### config.mk
export PLATFORM = sky130hd
export DESIGN_NAME = mips32_fetch_queue
export DESIGN_NICKNAME = d
export VERILOG_FILES = /design/src/rtl/mips32_pkg.sv /design/src/rtl/mips32_sync_fifo.sv /design/src/rtl/mips32_fetch_queue.sv
export SDC_FILE = /design/constraint.sdc
export NUM_CORES = 1
export LEC_CHECK = 0
export ABC_AREA = 1
export CORE_UTILIZATION = 45
export CTS_CLUSTER_DIAMETER = 120
export DETAILED_ROUTE_END_ITERATION = 6
export PLACE_DENSITY = 0.73
export SYNTH_ARGS = -nofsm -noshare
export SYNTH_HDL_FRONTEND = slang
export SYNTH_SLANG_ARGS = --single-unit
### constraint.sdc
create_clock -name clk1 -period 8.5 [get_ports clk1]
set_clock_uncertainty 0.1 [all_clocks]
set_input_delay 1.7 -clock clk1 [delete_from_list [all_inputs] [get_ports clk1]]
set_output_delay 1.7 -clock clk1 [all_outputs]
set_load 0.1 [all_outputs]
### src/rtl/mips32_pkg.sv
// Shared MIPS32 opcode constants, instruction classes and
// fetch-queue types used across the pipeline.
package mips32_pkg;

  localparam logic [5:0] OP_ADD   = 6'b000000;
  localparam logic [5:0] OP_SUB   = 6'b000001;
  localparam logic [5:0] OP_AND   = 6'b000010;
  localparam logic [5:0] OP_OR    = 6'b000011;
  localparam logic [5:0] OP_SLT   = 6'b000100;
  localparam logic [5:0] OP_MUL   = 6'b000101;
  localparam logic [5:0] OP_LW    = 6'b001000;
  localparam logic [5:0] OP_SW    = 6'b001001;
  localparam logic [5:0] OP_ADDI  = 6'b001010;
  localparam logic [5:0] OP_SUBI  = 6'b001011;
  localparam logic [5:0] OP_SLTI  = 6'b001100;
  localparam logic [5:0] OP_BNEQZ = 6'b001101;
  localparam logic [5:0] OP_BEQZ  = 6'b001110;
  localparam logic [5:0] OP_HLT   = 6'b111111;

  typedef enum logic [2:0] {
    IT_RR_ALU,
    IT_RM_ALU,
    IT_LOAD,
    IT_STORE,
    IT_BRANCH,
    IT_HALT,
    IT_ILLEGAL
  } itype_e;

  typedef enum logic {
    FQ_FETCH   = 1'b0,
    FQ_STOPPED = 1'b1
  } fq_state_e;

  typedef struct packed {
    logic [31:0] ir;
    logic [31:0] npc;
  } fq_entry_t;

  function automatic logic is_hlt(input logic [31:0] ir);
    return ir[31:26] == OP_HLT;
  endfunction

  function automatic itype_e instr_type(input logic [31:0] ir);
    itype_e t;
    t = IT_ILLEGAL;
    case (ir[31:26])
      OP_ADD, OP_SUB, OP_AND,
      OP_OR, OP_SLT, OP_MUL:     t = IT_RR_ALU;
      OP_ADDI, OP_SUBI, OP_SLTI: t = IT_RM_ALU;
      OP_LW:                     t = IT_LOAD;
      OP_SW:                     t = IT_STORE;
      OP_BNEQZ, OP_BEQZ:         t = IT_BRANCH;
      OP_HLT:                    t = IT_HALT;
      default:                   t = IT_ILLEGAL;
    endcase
    return t;
  endfunction

endpackage

### src/rtl/mips32_sync_fifo.sv
// Circular instruction buffer: storage, head/tail pointers
// and occupancy count, with a single-cycle flush.
module mips32_sync_fifo #(
  parameter int DEPTH = 4,
  parameter int WIDTH = 64
) (
  input  logic                    clk,
  input  logic                    rst,
  input  logic                    i_flush,
  input  logic                    i_push,
  input  logic [WIDTH-1:0]        i_wdata,
  input  logic                    i_pop,
  output logic [WIDTH-1:0]        o_rdata,
  output logic [$clog2(DEPTH):0]  o_count,
  output logic                    o_empty
);

  localparam int PW = $clog2(DEPTH);
  localparam logic [PW:0] CNT_FULL = (PW+1)'(DEPTH);

  logic [WIDTH-1:0] r_mem [DEPTH];
  logic [PW-1:0]    r_head;
  logic [PW-1:0]    r_tail;
  logic [PW:0]      r_count;
  logic             w_full;
  logic             w_pop;
  logic             w_push;

  assign w_full  = (r_count == CNT_FULL);
  assign o_empty = (r_count == '0);
  assign w_pop   = i_pop && !o_empty && !i_flush;
  assign w_push  = i_push && !i_flush && (!w_full || w_pop);
  assign o_rdata = r_mem[r_head];
  assign o_count = r_count;

  // Storage write at the tail; contents need no reset.
  always_ff @(posedge clk) begin
    if (w_push) r_mem[r_tail] <= i_wdata;
  end

  // Pointer and count update; flush wins over push/pop.
  always_ff @(posedge clk or posedge rst) begin
    if (rst) begin
      r_head  <= '0;
      r_tail  <= '0;
      r_count <= '0;
    end else if (i_flush) begin
      r_head  <= '0;
      r_tail  <= '0;
      r_count <= '0;
    end else begin
      if (w_push) r_tail <= r_tail + PW'(1);
      if (w_pop)  r_head <= r_head + PW'(1);
      if (w_push && !w_pop)
        r_count <= r_count + (PW+1)'(1);
      else if (!w_push && w_pop)
        r_count <= r_count - (PW+1)'(1);
    end
  end

  a_no_overflow: assert property (
    @(posedge clk) disable iff (rst)
    !(i_push && !i_flush && w_full && !w_pop)
  );

endmodule

### src/rtl/mips32_fetch_queue.sv
// Instruction fetch unit: PC, request throttling, redirect
// flush and HLT stop, feeding a small instruction queue.
module mips32_fetch_queue
  import mips32_pkg::*;
#(
  parameter int          DEPTH    = 4,
  parameter int          AW       = 10,
  parameter logic [31:0] RESET_PC = 32'h0
) (
  input  logic          clk1,
  input  logic          rst,
  output logic          imem_req,
  output logic [AW-1:0] imem_addr,
  input  logic [31:0]   imem_rdata,
  input  logic          imem_valid,
  input  logic          redirect,
  input  logic [31:0]   redirect_pc,
  output logic          out_valid,
  output logic [31:0]   out_ir,
  output logic [31:0]   out_npc,
  input  logic          out_ready,
  output logic          fetch_stopped
);

  localparam int CW = $clog2(DEPTH) + 1;

  fq_state_e    r_state;
  logic [31:0]  r_pc;
  logic [31:0]  r_req_pc;
  logic         r_inflight;

  logic [CW-1:0] w_count;
  logic [CW-1:0] w_occ;
  logic          w_empty;
  logic          w_push;
  logic          w_pop;
  logic          w_hlt_in;
  fq_entry_t     w_wentry;
  fq_entry_t     w_head;

  // A response only counts if we actually asked for it last
  // cycle; stale data after reset or redirect is dropped.
  assign w_push   = imem_valid && r_inflight && !redirect;
  assign w_hlt_in = w_push && is_hlt(imem_rdata);
  assign w_occ    = w_count + CW'(r_inflight);
  assign w_pop    = out_valid && out_ready && !redirect;

  assign imem_req = !rst && !redirect
                 && (r_state == FQ_FETCH)
                 && !w_hlt_in
                 && (w_occ < CW'(DEPTH));

  assign imem_addr     = r_pc[AW-1:0];
  assign fetch_stopped = (r_state == FQ_STOPPED);

  assign w_wentry.ir  = imem_rdata;
  assign w_wentry.npc = r_req_pc + 32'd1;

  assign out_valid = !w_empty;
  assign out_ir    = w_head.ir;
  assign out_npc   = w_head.npc;

  // PC, in-flight tag and FETCH/STOPPED state; redirect wins.
  always_ff @(posedge clk1 or posedge rst) begin
    if (rst) begin
      r_pc       <= RESET_PC;
      r_req_pc   <= RESET_PC;
      r_inflight <= 1'b0;
      r_state    <= FQ_FETCH;
    end else begin
      r_inflight <= imem_req;
      if (imem_req) r_req_pc <= r_pc;
      if (redirect) begin
        r_pc    <= redirect_pc;
        r_state <= FQ_FETCH;
      end else begin
        if (imem_req) r_pc <= r_pc + 32'd1;
        if (w_hlt_in) r_state <= FQ_STOPPED;
      end
    end
  end

  mips32_sync_fifo #(
    .DEPTH (DEPTH),
    .WIDTH (64)
  ) u_fifo (
    .clk     (clk1),
    .rst     (rst),
    .i_flush (redirect),
    .i_push  (w_push),
    .i_wdata (w_wentry),
    .i_pop   (w_pop),
    .o_rdata (w_head),
    .o_count (w_count),
    .o_empty (w_empty)
  );

endmodule

==> results of run 1 <==
worst max-delay path, cell delays in order:
cell and delay (ps):
buf_2 610, nor2_4 120, nand3_4 150, nand2_4 70
nor2_8 580, clkdlybuf4s50_1 1270
cell usage in the layout (no fill, tap or decap), types with 7 or more instances in the layout:
cell type,synthesis,routed
nand2_1,290,290
edfxtp_1,256,256
nor2_1,206,202
clkdlybuf4s50_1,0,144
o21ai_0,142,142
nand3_1,76,76
inv_1,75,73
dfrtp_1,73,71
o22ai_1,64,64
clkbuf_16,0,36
xor2_1,33,33
o21ai_1,19,19
nor3_1,11,11
xnor2_1,10,10
nand4_1,10,10
clkbuf_1,39,10
buf_4,12,9
nor2_4,3,7
flip-flops by register name, summed over array words and instances (netlist names):
signal	count
u_fifo.o_count	3
r_pc	32
fetch_stopped	1
r_inflight	1
u_fifo.r_tail	2
u_fifo.r_mem	256
u_fifo.r_head	2
r_req_pc	32
layout make-up:
type	count	area, µm²	area share
multi-input cells	893	4300	0.250
repair buffers	154	1510	0.0878
flip-flops and latches	329	9520	0.552
inverters	77	290	0.0168
clock inverters	16	159	0.00922
clock buffers	47	952	0.0552
well taps	402	503	0.0292
synthesized netlist by cell type, types with 11 or more instances:
| library cell | instances | area share |
|---|---|---|
| nor3_1 | 11 | 0.0038 |
| o22ai_1 | 64 | 0.028 |
| nor2_1 | 206 | 0.054 |
| buf_2 | 16 | 0.0056 |
| edfxtp_1 | 256 | 0.53 |
| nand3_1 | 76 | 0.026 |
| nand2_1 | 290 | 0.076 |
| inv_1 | 75 | 0.020 |
| clkbuf_1 | 39 | 0.010 |
| xor2_1 | 33 | 0.020 |
| o21ai_1 | 19 | 0.0066 |
| dfrtp_1 | 73 | 0.13 |
| buf_4 | 12 | 0.0063 |
| o21ai_0 | 142 | 0.049 |
power by group through the flow:
stage          combinational [W]  sequential, W  clock [W]
6_report                 0.00199        0.00214    0.00146
4_1_cts                  0.00199        0.00213    0.00150
3_5_place_dp             0.00199        0.00217          0
3_3_place_gp             0.00196        0.00216          0
2_1_floorplan            0.00155        0.00210          0
5_1_grt                  0.00211        0.00216    0.00155
final timing paths:
check,to,slack [ps],cells past startpoint
worst max-delay path,imem_req,2170,6
min in group asynchronous,r_inflight$_DFF_PP0_,1740,3
worst max register to register,u_fifo.r_mem[1][1]$_DFFE_PP_,5230,7
worst min register to register,r_req_pc[26]$_DFFE_PP0P_,420,2
worst min-delay path,r_req_pc[26]$_DFFE_PP0P_,420,2
max in group asynchronous,u_fifo.r_head[0]$_DFFE_PP0P_,5880,3
stage by stage:
stage,power (W),instance area (µm²),hold slack [ps],setup slack [ps]
after floorplan,0.00365,14400,379,3080
after global placement,0.00412,16100,401,2200
after detailed placement,0.00415,16100,405,2160
after CTS,0.00562,17200,419,2160
after global routing,0.00582,17200,479,1980
final,0.00559,17200,421,2170
routing by layer:
metal  share of wire  wire (µm)  up-vias  GRT usage
li1                -          -     4939          -
met1            0.45      14500     4839      0.275
met2            0.47      15200      321      0.326
met3           0.052       1670       63     0.0288
met4           0.026        829        0     0.0647
met5               0          0        -          0
cell families after synthesis:
kind of cell,after synthesis,share of synthesized area
simple gates,614,0.178
fa+ha+maj,7,0.00660
flops,329,0.660
compound gates,229,0.0853
xor+xnor,43,0.0261
buf+inv,146,0.0436
==> reports/metrics.cfg, run 1 <==
[outcome]
outcome = finished, final reports clean

[layout]
layout-drive-gt1-share = 0.0567
finalNonFillerCells = 1918
num-fill-cells = 2654
final_core_util = 0.546
area_growth_pct = 19.6
nets = 1567
n_antenna_cell = 0

[setup_path]
start_kind = primary input
cp_max_fo = 55
crit_start = redirect
criticalPathCategory = in2out
required_ps = 6700
cp.arrival_ps = 4530
rr_startpoint = u_fifo.o_count[0]$_DFFE_PP0P_
endpoint_kind = output pin

[clock_network]
clock_path_buffers = 3
clockRootBuffer = clkbuf_16
cts_hold_buf = 0
cts_tree = done
clkTransAtPathRegs_ps = 50
h-tree-depth = 2
cts_inserted_buffers = 36
insertion_delay_ps = 510
postCtsSetupBuffers = 0
cts.sinks = 329
cts_resized = 0

[global_routing]
antenna_found_initial = 0
grt_max_degree = 93
grt_pass1_vias = 9701
grt_usage = 0.199
gr-total-overflow = 0
grt_pass1_wl_um = 51500

[synthesis]
yosys_warnings = 0
synthFlopType = edfxtp_1
yosysSeqAreaShare = 0.660
syn_avg_cell_area_um2 = 10.5
synth.distinct_cells = 32
synthCells = 1368
synth_fp_nets = 1444
synthesis.area_um2 = 14400
synth_edf_count = 256
ys_ff_latch = 329
synthArstFlopShare = 0.222

[detailed_routing]
first_iter_violations = 876
vias_per_cell = 5.30
antenna_left = 0
wl_um = 32200
drc = 0
num_vias = 10162
wl_per_cell_um = 16.8
drtPass1Iterations = 5

[timing]
hold_viol_final = 0
setup_tns_ps = 0
fmax_mhz = 158
drv_slew = 0
setup_violations = 0
finalCritPeriodShare = 0.745
finalCriticalPeriod_ps = 6330
tightestPinTransition_ps = 1200
rsz0062_at_grt = no
maxSlewHeadroom = 0.200

[placed_design]
gp_congestion = 0.894
hpwl_um = 20300
dp.cells = 1855
io_buffers = 145

[die]
io_pins = 146
row_count = 65
core_um2 = 31600
die_area_um2 = 32800
start_util = 0.457
dieHeight_um = 181
chipWidth_um = 181

[power_and_ir_drop]
swShare = 0.414
p_sw_w = 0.00231
ir_drop_mv = 0.192
p_clk_frac = 0.262
sequentialPowerShare = 0.383
pwr-share-comb = 0.356
power.leakage_nw = 6.36
power_density_nw_per_um2 = 324
intPower_w = 0.00328

[hold_path]
min_path_type = reg2reg
holdCritStartpoint = r_req_pc[26]$_DFFE_PP0P_

[run]
max_cap_viol_count = 0

(Power assumes the default switching activity.)
==> run 2: changes to the inputs <==
--- a/config.mk
+++ b/config.mk
@@ -9,7 +9,7 @@
 export CORE_UTILIZATION = 45
 export CTS_CLUSTER_DIAMETER = 120
 export DETAILED_ROUTE_END_ITERATION = 6
-export PLACE_DENSITY = 0.73
+export PLACE_DENSITY = 0.75
 export SYNTH_ARGS = -nofsm -noshare
 export SYNTH_HDL_FRONTEND = slang
 export SYNTH_SLANG_ARGS = --single-unit
==> constraint.sdc (replaced) <==
create_clock -name clk1 -period 5.8 [get_ports clk1]
set_clock_uncertainty 0.1 [all_clocks]
set_input_delay 1.16 -clock clk1 [delete_from_list [all_inputs] [get_ports clk1]]
set_output_delay 1.16 -clock clk1 [all_outputs]
set_load 0.1 [all_outputs]
==> reports/metrics.cfg, run 2 (synthesis results as in run 1) <==
[clock_network]
insertion_delay_ps = 520  ; was 510 ps
clock_path_buffers = 3  ; unchanged
cts_resized = 0  ; unchanged
cts.sinks = 329  ; unchanged
cts_tree = done  ; unchanged
cts_inserted_buffers = 35  ; was 36
cts_hold_buf = 0  ; unchanged
clkTransAtPathRegs_ps = 60  ; was 50 ps
h-tree-depth = 2  ; unchanged
clockRootBuffer = clkbuf_16  ; unchanged
postCtsSetupBuffers = 0  ; unchanged

[die]
start_util = 0.457  ; unchanged
io_pins = 146  ; unchanged
chipWidth_um = 181  ; unchanged
row_count = 65  ; unchanged
dieHeight_um = 181  ; unchanged
die_area_um2 = 32800  ; unchanged
core_um2 = 31600  ; unchanged

[timing]
finalCritPeriodShare = 0.734
fmax_mhz = 235
rsz0062_at_grt = no  ; unchanged
maxSlewHeadroom = 0.349  ; was 0.200
tightestPinTransition_ps = 973  ; was 1200 ps
setup_tns_ps = 0  ; unchanged
drv_slew = 0  ; unchanged
setup_violations = 0  ; unchanged
fin_ws_ps = 1540  ; was 2170 ps
finalCriticalPeriod_ps = 4260
hold_viol_final = 0  ; unchanged
holdWs_ps = 422  ; was 421 ps

[global_routing]
antenna_found_initial = 0  ; unchanged
grt-busiest-layer = met2  ; unchanged
gr-total-overflow = 0  ; unchanged
grt_use_met2 = 0.330  ; was 0.326
grt_usage = 0.203  ; was 0.199
grt_pass1_wl_um = 52700  ; was 51,500 µm
grt_max_degree = 86  ; was 93
use_met1 = 0.281  ; was 0.275
grt_pass1_vias = 9908  ; was 9,701
met3_usage = 0.0327  ; was 0.0288

[placed_design]
pre_cts_slack_ps = 1690  ; was 2160 ps
place_area_um2 = 16000  ; was 16,100 µm²
hpwl_um = 21400  ; was 20,300 µm
gp_congestion = 0.903  ; was 0.894
io_buffers = 145  ; unchanged

[setup_path]
cp_max_fo = 46  ; was 55
crit_chain = clkinv_2 -> buf_4 -> o21ai_0 -> o22ai_1 -> buf_4  ; was buf_2 -> nor2_4 -> nand3_4 -> nand2_4 -> nor2_8 -> clkdlybuf4s50_1
slowest_stage = dfrtp_4  ; was clkdlybuf4s50_1
cp_slowest_stage_delay_ps = 720  ; was 1270 ps
start_kind = flip-flop  ; was primary input
cp.arrival_ps = 3000  ; was 4530 ps
crit_top_cell = buf_4
required_ps = 4540  ; was 6700 ps
criticalPathCategory = reg2out  ; was in2out
endpoint_kind = output pin  ; unchanged

[detailed_routing]
wl_um = 32800  ; was 32,200 µm
num_vias = 10187  ; was 10,162
first_iter_violations = 867  ; was 876
wl_per_cell_um = 17.1  ; was 16.8 µm
drtPass1Iterations = 6  ; was 5
drc = 0  ; unchanged
antenna_left = 0  ; unchanged
vias_per_cell = 5.30  ; about the same

[layout]
final_cell_mix = nand2_1 (290), edfxtp_1 (256), nor2_1 (202)  ; unchanged
mostFrequentLayoutCell = nand2_1  ; unchanged
n_antenna_cell = 0  ; unchanged
top_register = u_fifo.r_mem  ; unchanged
top_regs = u_fifo.r_mem x256, r_pc x32, r_req_pc x32  ; unchanged
num-fill-cells = 2650  ; was 2,654
fin_area_um2 = 17100  ; was 17,200 µm²
layout-drive-gt1-share = 0.107  ; was 0.0567
largest_reg_flops = 256  ; unchanged
nets = 1572  ; was 1,567
area_growth_pct = 18.6  ; was 19.6%

[power_and_ir_drop]
power.leakage_nw = 6.44  ; was 6.36 nW
intPower_w = 0.00471  ; was 0.00328 W
pwr-share-comb = 0.354  ; was 0.356
p_sw_w = 0.00342  ; was 0.00231 W
swShare = 0.421  ; was 0.414
power_density_nw_per_um2 = 475  ; was 324 nW/µm²
p_clk_frac = 0.259  ; was 0.262
total_power_w = 0.00813  ; was 0.00559 W
ir_drop_mv = 0.247  ; was 0.192 mV
sequentialPowerShare = 0.387  ; was 0.383

[outcome]
outcome = finished, final reports clean  ; unchanged

[run]
max_cap_viol_count = 0  ; unchanged

[hold_path]
min_path_type = reg2reg  ; unchanged

[run 2: changes by cell type in the layout (fill, tap and decap cells not counted), moves of 3 or more]
cell             change
buf_4               +71
clkbuf_1             -5
clkbuf_8             +3
clkdlybuf4s50_1     -65
clkinv_1             -4
clkinv_2             +3
[run 2: power groups by stage]
stage / combinational [W] / clock [W] / sequential (W)
after CTS: 0.00288 / 0.00215 / 0.00314
after floorplan: 0.00227 / 0 / 0.00308
after global placement: 0.00283 / 0 / 0.00318
final: 0.00288 / 0.00211 / 0.00314
after global routing: 0.00306 / 0.00225 / 0.00318
after detailed placement: 0.00287 / 0 / 0.00318
[run 2: final cells by class]
| cell class | instances | area [µm²] | area share |
|---|---|---|---|
| sequential | 329 | 9520 | 0.557 |
| multi-input combinational | 893 | 4300 | 0.252 |
| timing repair buffer | 160 | 1400 | 0.0817 |
| clock buffer | 44 | 950 | 0.0555 |
| tap | 402 | 503 | 0.0294 |
| inverter | 77 | 290 | 0.0170 |
| clock inverter | 17 | 143 | 0.00834 |
[run 2: path summary, 6_finish.rpt]
| check | start | end | slack, ps | depth (start not counted) |
|---|---|---|---|---|
| max | u_fifo.r_head[0]$_DFFE_PP0P_ | out_ir[27] | 1540 | 5 |
| min reg2reg | r_pc[31]$_DFFE_PP0P_ | r_pc[31]$_DFFE_PP0P_ | 420 | 2 |
| max reg2reg | u_fifo.o_count[2]$_DFFE_PP0P_ | u_fifo.r_mem[0][60]$_DFFE_PP_ | 3000 | 7 |
| min in group asynchronous | rst | u_fifo.o_count[2]$_DFFE_PP0P_ | 1110 | 2 |
| max in group asynchronous | rst | r_req_pc[8]$_DFFE_PP0P_ | 3510 | 3 |
| min | r_pc[31]$_DFFE_PP0P_ | r_pc[31]$_DFFE_PP0P_ | 420 | 2 |
[run 2: metrics by stage]
stage | cells | utilization
after floorplan | 1368 | -
after global placement | 1861 | 0.507
after detailed placement | 1861 | 0.507
after CTS | 1922 | 0.542
after global routing | 1922 | 0.542
final | 1922 | 0.542
[run 2: routing by layer]
layer	routed length, µm	up-vias
met5	0	-
met4	833	0
met3	2170	54
met2	15500	342
met1	14300	4830
li1	-	4961
[run 2: critical path: cells and delay by family, from the launching register on]
kind,cells,cell delay [ps]
AO/OA/AOI/OAI,2,410
buffers and inverters,3,1310
flip-flops,1,720
